$ cat src/rtl/data_mem_p.sv
// data_mem_p: single-port word memory with byte-enabled writes, one-cycle
// registered reads, and a self-initialising INIT phase that fills every word
// with INIT_VAL after reset before requests are accepted.
module data_mem_p #(
    parameter int unsigned   DW       = 16,
    parameter int unsigned   AW       = 8,
    parameter int unsigned   DEPTH    = 256,
    parameter logic [DW-1:0] INIT_VAL = '0
) (
    input  logic              clk,
    input  logic              rst,
    input  logic              req,
    input  logic              we,
    input  logic [DW/8-1:0]   be,
    input  logic [AW-1:0]     addr,
    input  logic [DW-1:0]     wdata,
    output logic              ready,
    output logic [DW-1:0]     rdata,
    output logic              rvalid,
    output logic              err
);

    localparam int unsigned   NB      = DW / 8;
    localparam logic [AW:0]   DEPTH_W = (AW+1)'(DEPTH);
    localparam logic [AW-1:0] LAST    = AW'(DEPTH - 1);

    typedef enum logic {
        S_INIT = 1'b0,
        S_RUN  = 1'b1
    } state_t;

    state_t        r_state;
    state_t        w_state_nxt;
    logic [AW-1:0] r_icnt;
    logic [DW-1:0] r_mem [DEPTH];

    logic          w_last;
    logic          w_accept;
    logic          w_in_range;
    logic [DW-1:0] w_merged;

    assign w_last     = (r_icnt == LAST);
    assign w_in_range = ({1'b0, addr} < DEPTH_W);
    assign w_accept   = req && ready;

    // State register; asynchronous active-low reset returns to INIT.
    always_ff @(posedge clk or negedge rst) begin
        if (!rst) begin
            r_state <= S_INIT;
        end else begin
            r_state <= w_state_nxt;
        end
    end

    // Next-state and ready: INIT until the last word is written, then RUN.
    always_comb begin
        w_state_nxt = r_state;
        ready       = 1'b0;
        case (r_state)
            S_INIT: begin
                if (w_last) begin
                    w_state_nxt = S_RUN;
                end
            end
            S_RUN: begin
                ready = 1'b1;
            end
            default: begin
                w_state_nxt = S_INIT;
            end
        endcase
    end

    // Initialisation word counter, walks 0..DEPTH-1 during INIT.
    always_ff @(posedge clk or negedge rst) begin
        if (!rst) begin
            r_icnt <= '0;
        end else if (r_state == S_INIT) begin
            r_icnt <= w_last ? '0 : r_icnt + 1'b1;
        end
    end

    // Merge write data into the current word under the byte enables.
    always_comb begin
        w_merged = r_mem[addr];
        for (int unsigned i = 0; i < NB; i++) begin
            if (be[i]) begin
                w_merged[8*i +: 8] = wdata[8*i +: 8];
            end
        end
    end

    // Memory array: filled during INIT, byte-enabled writes in RUN; no reset.
    always_ff @(posedge clk) begin
        if (r_state == S_INIT) begin
            r_mem[r_icnt] <= INIT_VAL;
        end else if (w_accept && we && w_in_range) begin
            r_mem[addr] <= w_merged;
        end
    end

    // Registered read data plus one-cycle rvalid/err pulses.
    always_ff @(posedge clk or negedge rst) begin
        if (!rst) begin
            rdata  <= '0;
            rvalid <= 1'b0;
            err    <= 1'b0;
        end else begin
            rvalid <= w_accept && !we;
            err    <= w_accept && !w_in_range;
            if (w_accept && !we) begin
                rdata <= w_in_range ? r_mem[addr] : '0;
            end
        end
    end

endmodule

$ cat config.mk
export PLATFORM = sky130hd
export DESIGN_NAME = data_mem_p
export DESIGN_NICKNAME = d
export VERILOG_FILES = /design/src/rtl/data_mem_p.sv
export SDC_FILE = /design/constraint.sdc
export NUM_CORES = 2
export LEC_CHECK = 0
export CAP_MARGIN = 10
export CORE_AREA = 2 2 698 700
export DETAILED_ROUTE_END_ITERATION = 7
export DIE_AREA = 0 0 700 702
export GPL_ROUTABILITY_DRIVEN = 0
export PLACE_DENSITY = 0.51
export SLEW_MARGIN = 30
export SYNTH_ARGS = -nofsm -noshare
export SYNTH_HDL_FRONTEND = slang
export SYNTH_SLANG_ARGS = --single-unit
$ cat constraint.sdc
create_clock -name clk -period 17.85 [get_ports clk]
set_clock_uncertainty 0.2 [all_clocks]
set_input_delay 5.355 -clock clk [delete_from_list [all_inputs] [get_ports clk]]
set_output_delay 5.355 -clock clk [all_outputs]
set_load 0.02 [all_outputs]
# Yosys cells after proc, flatten, opt, wreduce, memory -nomap -nowiden
# Memory sizes are Yosys's and may differ from the RTL's.
# Cells that the tools add are included.
# word_totals
reg_bits,26
mem_bits_rw,4096
in_bits,30
output_inout_bits,19
mem_count,1
# memory_table
memory,depth,word_bits,read_ports,rd_clocked_by_memory_dff,wr,line_no,text
r_mem,256,16,1,0,1,35,logic [DW-1:0] r_mem [DEPTH];
# classes
addsub,1
n_eq_ne,1
mux,13
reduce_logical,5
# op_table
cell,count
two-way mux 8 bit,4
two-way mux 16 bit,1
OR reduction 16 bit,1
"adder 8 x 1 -> 8 bit, second input constant",1
"== test 8 bit, second input constant",1
two-way mux 1 bit,8
logical AND 1 bit,3
logical NOT 1 bit,1

# Longest topological paths before layout
# logic_depth
depth_word,8
depth_mapped,14
ltp_nobuf,7

# Least setup slack after synthesis
# Ideal clock, no wire load.
# synth_path
kind,input to register
startpoint,input addr[1]
endpoint,memory r_mem[0][8] (data pin)
arrival_time_ps,16926
setup_slack_ps,-1463
stages,11
path_buffers,4
cell_sequence,buf_6 -> buf_12 -> buf_6 -> buf_6 -> mux2i_1 -> a221oi_1 -> o21ai_0 -> o21ai_0 -> a21boi_0 -> or4_1 -> o21ai_0
# synth_lines
element,line_no,text
"start, declared",15,"input logic [AW-1:0] addr,"
"end, declared",35,

==> impl_summary.log <==
[metrics] Power per Cell Area: around 110 nW/um2
[metrics] Routed wire per std cell: between 30 and 40 um
[metrics] synthesized-area fraction occupied by xor and xnor cells: 0.000275
[metrics] die footprint: 491000 um2
[metrics] All-Layer GR Usage: 0.196
[metrics] combinational family with the most area after synthesis: multiplexers
[metrics] maximum clock frequency: 0.0887 GHz
[metrics] TritonCTS buffer count: 433
[metrics] cells resized by post-CTS repair: 0
[metrics] VDD IR max: 0.0746 mV
[metrics] Overflow after GRT: 0
[metrics] detailed-routing iteration count for the pre-antenna-repair pass: 8
[metrics] fraction of the mapped netlist area in adder cells: 0.0000786
[metrics] FF/Latch Area: 124000 um2
[metrics] most common cell after layout, fill and taps aside: sky130_fd_sc_hd__edfxtp_1
[metrics] cell area after synthesis: 159000 um2
[metrics] TritonCTS clock tree: yes
[metrics] IO Port Bufs: 47
[metrics] number of setup buffers added after CTS: 0
[metrics] gate count of the mapped netlist: 7187
[metrics] cell accounting for the most synthesized area: sky130_fd_sc_hd__edfxtp_1
[metrics] count of buffer and inverter cells on the critical path: 5
[metrics] dominant synthesized flop cell: sky130_fd_sc_hd__edfxtp_1
[metrics] crit path time final: 11.28 ns
[metrics] total number of vias: 80600
[metrics] class of the tightest hold or removal check: register to register
[metrics] number of enable-type register cells in the synthesized netlist: 4096
[metrics] net count after synthesis: 7218
[metrics] number of antenna violations at the first check in global routing: 32
[metrics] mean cell area of the mapped netlist: between 20 and 25 um2
[metrics] overall routed net length: 493000 um
[metrics] number of global-route vias before repair: 79900
[metrics] cell family with most CP delay: buffers and inverters
[metrics] hpwl dp: ~300000 um
[metrics] Finish-stage setup viols: 0
[metrics] overall die height: approximately 700 um
[metrics] leakage power of the design: between 40 and 50 nW
[metrics] starting utilization of the core area: 0.329
[metrics] worst-case clock buffer depth: 4
[metrics] result of the run: complete, no violations
[metrics] top post-synthesis cells by area: sky130_fd_sc_hd__edfxtp_1, sky130_fd_sc_hd__mux4_2, sky130_fd_sc_hd__mux2i_1
[metrics] setup repair after global routing missed its margin: false
[metrics] total count of hold-check failures in the final report: 0
[metrics] worst setup path category: primary input to register
[metrics] fraction of synthesized area in multiplexers: 0.152
[metrics] synthesized-area fraction occupied by ao, oa, aoi and oai cells: 0.0285
[metrics] most used cells in the layout excluding fill and tap cells: sky130_fd_sc_hd__edfxtp_1, sky130_fd_sc_hd__mux4_2, sky130_fd_sc_hd__clkbuf_16, sky130_fd_sc_hd__buf_4, sky130_fd_sc_hd__nand2_1
[metrics] cell-by-cell trace of the critical path: buf_16 > buf_12 > buf_4 > mux4_2 > mux2i_1 > a22oi_1 > o2111ai_1 > o311ai_1 > nand3_1 > nand2_4 > buf_4 > buf_4
[metrics] Via density: 5.55
[metrics] sequential area share after synthesis: 0.777
[metrics] CTS sink cnt: 4122
[metrics] area taken by multi-input logic gates: approximately 33000 um2
[metrics] count of pins over their slew limit: 0
[metrics] CTS root buf: sky130_fd_sc_hd__clkbuf_16
[metrics] Arrival @ worst endpoint: 11.71 ns
[metrics] global-route wire length before repair: 675000 um
[metrics] Row Count: 256
[metrics] number of design rule violations left after detail routing: 0
[metrics] filler instances: 43600
[metrics] Max transition margin: 0.281
[metrics] delay of the slowest cell on the worst path: 0.77 ns
[metrics] yosys synthesis warning count: 0
[metrics] Max H-tree Level: 5
[metrics] Post-CTS Hold Fix Bufs: 0
[metrics] clock-pin slew of the registers on the worst-case setup and hold paths: 0.06 ns
[metrics] width of the chip: 700 um
[metrics] insertion delay of the later-clocked pin in the worst-skew pair: 1.01 ns
[metrics] final worst-path cycle share: 0.632
[metrics] most frequent CP cell: sky130_fd_sc_hd__buf_4
[metrics] number of synthesized register bits: 4122
[metrics] Detail Route Antenna Nets: 0
[metrics] Setup TNS Final: 0 ns
[metrics] hold_ws: 0.267 ns
[metrics] fraction of post-synthesis cell area in the top cell type by area: 0.772
[metrics] CP startpoint kind: primary input
[metrics] actual slew at the worst max-slew pin: 1.07 ns
[metrics] pin count of the biggest net entering global routing: 193
[metrics] fin nets: 7716
[metrics] ports placed on the boundary: 49
[metrics] post-synthesis simple-gate area fraction: 0.0237
[metrics] share of flip-flops with an asynchronous set or reset after synthesis: 0.00631
[metrics] max-cap violation count: 0
[metrics] data required time at the worst endpoint: 18.28 ns
[metrics] worst-path cell with the longest stage delay: sky130_fd_sc_hd__buf_4
[metrics] placeable core area: around 480000 um2
[metrics] number of DRC markers in iteration 0: 10300
[metrics] sort of element at the end of the critical path: register
[metrics] area added between synthesis and finish: 15.1%
[metrics] fraction of final layout cells sized beyond drive strength 1: 0.283
[metrics] count of different cell masters after synthesis: 94
[metrics] CP Max Fanout: 73
## cells by family after synthesis
logic type / after synthesis
muxes: 1166
AOI/OAI and AO/OA: 629
buffers and inverters: 433
and+or+nand+nor: 830
adders and majority gates: 1
xor gates and xnor gates: 5
DFF: 4122
other: 1
## worst reg2reg max path: cells and delay by family (launching register included)
| family | cells | cell delay, ns |
|---|---|---|
| compound gates | 4 | 1.92 |
| buf+inv | 2 | 1.50 |
| simple gates | 2 | 0.79 |
| flops | 1 | 0.34 |
| mux | 1 | 0.07 |
## power by group
part | switching [W] | internal, W
Combinational | 0.000395 | 0.000167
Clock | 0.00379 | 0.00510
Sequential | 0 | 0.0105
## worst paths after layout
path	startpoint	endpoint	slack, ns	cells past startpoint
worst min register to register	rdata[11]$_DFFE_PN0P_	rdata[11]$_DFFE_PN0P_	0.27	2
worst min-delay path	rdata[11]$_DFFE_PN0P_	rdata[11]$_DFFE_PN0P_	0.27	2
max in group asynchronous	rst	rdata[15]$_DFFE_PN0P_	12.88	1
worst max-delay path	addr[0]	r_mem[9][14]$_DFFE_PP_	6.57	12
worst max register to register	r_mem[173][7]$_DFFE_PP_	r_mem[208][7]$_DFFE_PP_	12.57	9
min in group asynchronous	rst	rdata[6]$_DFFE_PN0P_	4.15	1
## final cells by class
cell class              count  area share
flip-flops and latches   4122       0.675
diodes                     13    0.000177
clock inverters           267      0.0138
multi-input cells        2632       0.182
inverters                  10    0.000239
repair buffers            486      0.0230
well taps                6450      0.0440
clock buffers             527      0.0620
## metal layers
metal | vias up | GRT usage | wire [um]
met5 | - | 0 | 41
met3 | 633 | 0.0452 | 45800
met1 | 44600 | 0.276 | 206000
li1 | 31600 | - | -
met2 | 3696 | 0.308 | 228000
met4 | 6 | 0.0509 | 13200
## synth_stat cells, drive strengths merged, types with 10 or more instances
master,instances
o31a,10
o211ai,16
nor2,296
nand2b,21
nand3b,12
mux2,32
and3,11
dfrtp,26
a21oi,60
mux4,983
nor2b,13
a211oi,22
a22o,24
mux2i,151
a22oi,125
o221ai,28
a221oi,46
edfxtp,4096
and2,13
a31oi,21
or4,11
nand3,127
buf,301
nor3,50
nand4,13
o22ai,134
clkbuf,120
a32oi,10
o21ai,55
nand2,226
## flip-flops by register name, summed over array words and instances, names as in the netlist
name and flops:
rvalid 1, rdata 16, r_mem 4096, r_icnt 8, r_state 1
## metrics by stage
| step | utilization | setup slack (ns) | area [um2] | instances | total power (W) |
|---|---|---|---|---|---|
| final | 0.378 | 6.57 | 183000 | 14500 | 0.0199 |
| after global routing | 0.378 | 6.28 | 183000 | 14500 | 0.0204 |
| after CTS | 0.378 | 6.37 | 183000 | 14500 | 0.0201 |
| after detailed placement | 0.349 | 5.35 | 169000 | 13700 | 0.0112 |
| after global placement | 0.349 | 5.42 | 169000 | 13700 | 0.0112 |
| after floorplan | - | 2.92 | 159000 | 7187 | 0.0110 |
Note: power is estimated with default switching activity, not from simulation.
